### src/rtl/gtech_parity_accum.sv
// Streaming per-lane XOR parity over valid/ready frames; one registered result per frame.
// Define GTECH_PARITY_CHECK_EN to add the EXP_PAR compare port and the OUT_ERR flag.
module gtech_parity_accum #(
  parameter int WIDTH = 32,
  parameter int LANES = 4,
  parameter int ODD   = 0,
  parameter int CNT_W = 8
) (
  input  logic             CLK,
  input  logic             RST_N,
  input  logic             IN_VALID,
  output logic             IN_READY,
  input  logic [WIDTH-1:0] IN_DATA,
  input  logic             IN_LAST,
  output logic             OUT_VALID,
  input  logic             OUT_READY,
  output logic [LANES-1:0] OUT_PAR,
  output logic [CNT_W-1:0] OUT_CNT
`ifdef GTECH_PARITY_CHECK_EN
  ,
  input  logic [LANES-1:0] EXP_PAR,
  output logic             OUT_ERR
`endif
);

  localparam int               LW       = WIDTH / LANES;
  localparam logic [LANES-1:0] ODD_MASK = (ODD != 0) ? {LANES{1'b1}} : {LANES{1'b0}};
  localparam logic [CNT_W-1:0] CNT_MAX  = {CNT_W{1'b1}};

  typedef enum logic [0:0] {
    IDLE  = 1'b0,
    ACCUM = 1'b1
  } state_e;

  function automatic logic [LANES-1:0] lane_xor(input logic [WIDTH-1:0] data);
    logic [LANES-1:0] lx;
    lx = {LANES{1'b0}};
    for (int i = 0; i < LANES; i++) begin
      lx[i] = ^data[i*LW +: LW];
    end
    return lx;
  endfunction

  function automatic logic [CNT_W-1:0] sat_inc(input logic [CNT_W-1:0] c);
    return (c == CNT_MAX) ? c : c + CNT_W'(1);
  endfunction

  state_e           state_q;
  logic [LANES-1:0] acc_q;
  logic [CNT_W-1:0] cnt_q;
  logic             out_valid_q;
  logic [LANES-1:0] out_par_q;
  logic [CNT_W-1:0] out_cnt_q;
`ifdef GTECH_PARITY_CHECK_EN
  logic             out_err_q;
`endif

  logic             accept_s;
  logic [LANES-1:0] lane_x_s;
  logic [LANES-1:0] acc_d;
  logic [CNT_W-1:0] cnt_d;

  assign IN_READY  = ~out_valid_q | OUT_READY;
  assign OUT_VALID = out_valid_q;
  assign OUT_PAR   = out_par_q;
  assign OUT_CNT   = out_cnt_q;
`ifdef GTECH_PARITY_CHECK_EN
  assign OUT_ERR   = out_err_q;
`endif

  // Data is gated by the accept so an idle, possibly-X bus never reaches the accumulator.
  always_comb begin
    accept_s = IN_VALID & IN_READY;
    lane_x_s = accept_s ? lane_xor(IN_DATA) : {LANES{1'b0}};
    acc_d    = acc_q ^ lane_x_s;
    cnt_d    = sat_inc(cnt_q);
  end

  // Frame FSM, accumulator and the output result slot.
  always_ff @(posedge CLK or negedge RST_N) begin
    if (!RST_N) begin
      state_q     <= IDLE;
      acc_q       <= {LANES{1'b0}};
      cnt_q       <= {CNT_W{1'b0}};
      out_valid_q <= 1'b0;
      out_par_q   <= {LANES{1'b0}};
      out_cnt_q   <= {CNT_W{1'b0}};
`ifdef GTECH_PARITY_CHECK_EN
      out_err_q   <= 1'b0;
`endif
    end else begin
      if (out_valid_q && OUT_READY) begin
        out_valid_q <= 1'b0;
`ifdef GTECH_PARITY_CHECK_EN
        out_err_q   <= 1'b0;
`endif
      end
      // A last beat loads the slot in the same cycle it drains, keeping one frame per cycle.
      if (accept_s && IN_LAST) begin
        out_valid_q <= 1'b1;
        out_par_q   <= acc_d ^ ODD_MASK;
        out_cnt_q   <= cnt_d;
`ifdef GTECH_PARITY_CHECK_EN
        out_err_q   <= |(acc_d ^ ODD_MASK ^ EXP_PAR);
`endif
        acc_q       <= {LANES{1'b0}};
        cnt_q       <= {CNT_W{1'b0}};
        state_q     <= IDLE;
      end else if (accept_s) begin
        case (state_q)
          IDLE: begin
            acc_q   <= lane_x_s;
            cnt_q   <= CNT_W'(1);
            state_q <= ACCUM;
          end
          ACCUM: begin
            acc_q   <= acc_d;
            cnt_q   <= cnt_d;
            state_q <= ACCUM;
          end
          default: begin
            acc_q   <= {LANES{1'b0}};
            cnt_q   <= {CNT_W{1'b0}};
            state_q <= IDLE;
          end
        endcase
      end else begin
        acc_q   <= acc_q;
        cnt_q   <= cnt_q;
        state_q <= state_q;
      end
    end
  end

endmodule
### config.mk
export PLATFORM = sky130hd
export DESIGN_NAME = gtech_parity_accum
export DESIGN_NICKNAME = d
export VERILOG_FILES = /design/src/rtl/gtech_parity_accum.sv
export SDC_FILE = /design/constraint.sdc
export NUM_CORES = 1
export LEC_CHECK = 0
export ABC_AREA = 1
export BUFFER_PORTS_ARGS = -buffer_cell sky130_fd_sc_hd__buf_4
export CAP_MARGIN = 20
export CORE_MARGIN = 2
export CORE_UTILIZATION = 57
export DETAILED_ROUTE_END_ITERATION = 8
export PLACE_DENSITY = 0.86
export SETUP_SLACK_MARGIN = 0.5
export SYNTH_ARGS = -nofsm -noshare
export SYNTH_HDL_FRONTEND = slang
export SYNTH_SLANG_ARGS = --single-unit
### constraint.sdc
create_clock -name CLK -period 3.1 [get_ports CLK]
set_input_delay 0.465 -clock CLK [delete_from_list [all_inputs] [get_ports CLK]]
set_output_delay 0.465 -clock CLK [all_outputs]
set_load 0.02 [all_outputs]
======== Word-level counts from Yosys, hierarchy flattened ========
Cells that the tools add are included.
word-level totals
  register bits ........................... 26
  input port bits ......................... 37
  logic and storage cells ................. 33
cells by class
  $add $sub $neg .......................... 1
  eq/ne operators ......................... 1
  multiplexer cells ....................... 12
  bitwise gates (word level) .............. 5
  reductions and logical operators ........ 8
operator list
  operator                                     number
  parity 8 bit                                 4
  two-way mux 8 bit                            3
  one-hot mux 8 bit (2 select lines)           1
  two-way mux 4 bit                            3
  adder 8 x 1 -> 8 bit, second input constant  1
  == test 8 bit, second input constant         1
  one-hot mux 4 bit (2 select lines)           1
  two-way mux 1 bit                            4
  nonzero test 2 bit                           2
  bitwise XOR 4 bit                            1
  logical AND 1 bit                            2
  NOT 1 bit                                    2
  AND 1 bit                                    1
  bitwise OR 1 bit                             1

======== Depth between registers and ports, before layout ========
  depth in word-level cells ............... 8
  depth in mapped cells ................... 11
  gate-level depth less buffers ........... 11

======== Worst setup path after synthesis ========
OpenSTA, ideal clock, no wires.
  kind .................................... input port to flip-flop
  start ................................... input OUT_READY
  end ..................................... register out_cnt_q[3] (netlist: OUT_CNT[3])
  setup time .............................. 0.117 ns
  arrival ................................. 1.284 ns
  data required time ...................... 2.983 ns
  slack ................................... 1.699 ns
  stages on the path ...................... 8
  buffers on the path ..................... 1
  path through ............................ inv_1 nand2_2 nand2_2 nor2_1 inv_1 buf_2 nand2_1 nand2_1
between the ends
  word-level cells in the longest chain between the ends .. 3
ends and longest elaborated chain
  what                    RTL line  text
  start: declaration      16        input logic OUT_READY,
  bitwise OR 1 bit        63        assign IN_READY = ~out_valid_q | OUT_READY;
  named net IN_READY      12        output logic IN_READY,
  AND 1 bit               73        accept_s = IN_VALID & IN_READY;
  logical AND 1 bit       99        if (accept_s && IN_LAST) begin
  end signal: assignment  87        out_cnt_q <= {CNT_W{1'b0}};
  end signal: assignment  102       out_cnt_q <= cnt_d;
  end: declaration        53        logic [CNT_W-1:0] out_cnt_q;
The timed path passes the listed nets, and every way through them passes these cells.
A chain may end at the register's enable or synchronous reset.

======== Final worst setup path ========
  start ................................... register cnt_q[1]
  end ..................................... register cnt_q[0]
between the ends
  word-level cells in the longest chain between the ends .. 5
ends and longest elaborated chain
  what                                RTL line  text
  start: declaration                  50        logic [CNT_W-1:0] cnt_q;
  start signal: assignment            84        cnt_q <= {CNT_W{1'b0}};
  start signal: assignment            107       cnt_q <= {CNT_W{1'b0}};
  start signal: assignment            118       cnt_q <= cnt_d;
  == test 8 bit                       45        return (c == CNT_MAX) ? c : c + CNT_W'(1);
  two-way mux 8 bit                   45
  one-hot mux 8 bit (2 select lines)  110       case (state_q)
  two-way mux 8 bit                   109       end else if (accept_s) begin
  two-way mux 8 bit                   99
Every way passes these cells. The select of a mux whose other input is x is not followed.

==> results.toml <==
[cts]
clock_latency_ns = 0.31
h-tree-depth = 1
cts_tree = "done"
cts_resized = 0
post_cts_buffers = 0
cts_max_path_buffers = 2
numCtsBuffers = 3
cts_hold_buf = 0
clockRootBuffer = "clkbuf_4"
clock-sinks = 26
path_clk_slew_ns = 0.13

[place]
port_buffers = 50
dpl.hpwl_um = 3200
place.gp.congestion = 0.834

[global_routing]
grt_pass1_vias = 1901
grt_max_degree = 27
grt_use_total = 0.227
gr-total-overflow = 0
grt_pass1_wl_um = 7350
antenna_found_initial = 0

[setup_path]
path_cells = "ha_1 > nand3_2 > nor2_4 > nand4_4 > xor2_1 > nand2_1 > nand2_1 > o21ai_1"
cp_common_cell = "nand2_1"
path_delay_family = "simple AND/OR/NAND/NOR gates"
r2r_start = "cnt_q[1]"
cp_max_fo = 7
required_ns = 3.31
startpoint = "cnt_q[1]"
startpoint_type = "flop"
max_stage_delay_ns = 0.44
critPathKind = "flop to flop"
cp_data_arrival_time_ns = 1.75
crit_path_end_kind = "flop"
cp_slowest_cell = "dfrtp_1"
crit_buf_inv = 0

[final_layout]
antennaDiodeCount = 0
regArea_um2 = 651
drive_gt1_frac = 0.165
area_growth_pct = 22.8
multi_input_area_mm2 = 0.00109
final_common_cell = "nand2_1"
fillers = 298
fin_util = 0.728
layout_common_cells = "nand2_1, inv_1, buf_4, dfrtp_1, nand3_1"
nNetsFinal = 428

[hold_path]
hold_class = "input pin to asynchronous set/reset pin"

[sta]
post-route-period-util = 0.499
clock_skew_ns = 0.00239
hold_violations = 0
setup_violations = 0
setup_tns_ns = 0
clock.fmax_ghz = 0.647
rsz0062_at_grt = "false"
maxSlewViolCount = 0
worst_pin_slew_ns = 0.432
whs_ns = 0.0301
min_period_ns = 1.55
max_slew_margin = 0.711

[yosys]
syn_area_per_cell_um2 = 5.83
synth_edf_count = 0
synth_seq_cells = 26
synthesis.nets = 375
netlist_area_mm2 = 0.00196
synthArstFlopShare = 1.00
synth-seq-area-share = 0.331
postSynthCellCount = 337
ys_types = 22
synth_warnings = 0
dominantRegCellSynth = "dfrtp_1"

[outcome]
status = "complete, no violations"

[drt]
vias_per_cell = 4.85
num_vias = 2105
wirelength_um = 3950
routedWlPerCell_um = 9.10
drtIter0Drc = 66
dr.pass1.iters = 4
drc = 0
ant_nets = 0

[floorplanning]
dieHeight_um = 62.7
coreArea_mm2 = 0.00331
ioPinCount = 51
rows = 21
die_x_um = 62.7
fp.dieArea_mm2 = 0.00393
start_util = 0.593

[flow_run]
cap_violations = 0

[power]
ir_drop_mv = 0.171
p_per_area_mw_per_mm2 = 350
p_leak_nw = 1.54
==> final timing paths <==
| kind | endpoint | cells past startpoint | slack [ns] |
|---|---|---|---|
| setup / recovery | cnt_q[0] | 8 | 1.55 |
| max in group asynchronous | OUT_PAR[2] | 1 | 2.82 |
| hold / removal | OUT_CNT[0] | 1 | 0.03 |
| min in group CLK | cnt_q[0] | 4 | 0.43 |
| setup reg to reg | cnt_q[0] | 8 | 1.55 |
| hold reg to reg | OUT_CNT[5] | 2 | 0.50 |
==> cell families after synthesis <==
logic type                 after synthesis  synth area share
DFF                                     26             0.331
adders and majority gates                1           0.00637
AOI/OAI and AO/OA                       19            0.0529
buffers and inverters                   57             0.111
and+or+nand+nor                        231             0.485
xor gates and xnor gates                 3            0.0134
==> metrics by stage <==
step	power, mW	worst slack (ns)	instances	cell area, um^2
3_5_place_dp	0.717	1.50	431	2390
6_report	0.843	1.55	434	2410
2_1_floorplan	0.593	1.70	337	1960
4_1_cts	0.850	1.56	434	2410
3_3_place_gp	0.706	1.56	431	2390
5_1_grt	0.913	1.43	434	2410
==> registers in the layout, summed over array words and instances (netlist names) <==
name	count
OUT_CNT	8
OUT_PAR	4
OUT_VALID	1
acc_q	4
cnt_q	8
state_q	1
==> layout make-up <==
| type | count | share of cell area |
|---|---|---|
| timing repair buffer | 51 | 0.159 |
| inverter | 54 | 0.0841 |
| multi-input combinational | 254 | 0.454 |
| clock buffer | 3 | 0.00934 |
| tap | 46 | 0.0239 |
| sequential | 26 | 0.270 |
==> layer usage <==
metal / track usage / routed length (um) / up-vias
li1: - / - / 1114
met1: 0.268 / 1680 / 925
met2: 0.421 / 2010 / 62
met3: 0.0324 / 220 / 4
met4: 0.0722 / 30 / 0
met5: 0 / 0 / -
==> synth_stat cells (2+ instances only) <==
cell       n  area, um^2
buf_2      3        15.0
nand2_1  193         724
nand3_1   13        65.1
inv_1     53         199
nand3_2    2        20.0
dfrtp_1   26         651
o21ai_1    3        15.0
xor2_1     2        17.5
a21oi_1    6        30.0
o21ai_0    7        35.0
nand4_1    5        31.3
nor2_1    12        45.0
nand2_2    2        12.5
nor2_4     2        22.5
==> worst reg2reg max path, cell delays in order (launching register included) <==
cell and delay [ns]:
dfrtp_1 0.44, ha_1 0.22, nand3_2 0.11, nor2_4 0.14, nand4_4 0.14, xor2_1 0.22
nand2_1 0.07, nand2_1 0.06, o21ai_1 0.05
==> power breakdown <==
group	switching [mW]	internal [mW]	total [mW]
sequential	0.0296	0.377	0.406
clock	0.0901	0.0454	0.136
combinational	0.175	0.126	0.302
total	0.295	0.548	0.843
Note: power is estimated with default switching activity, not from simulation.
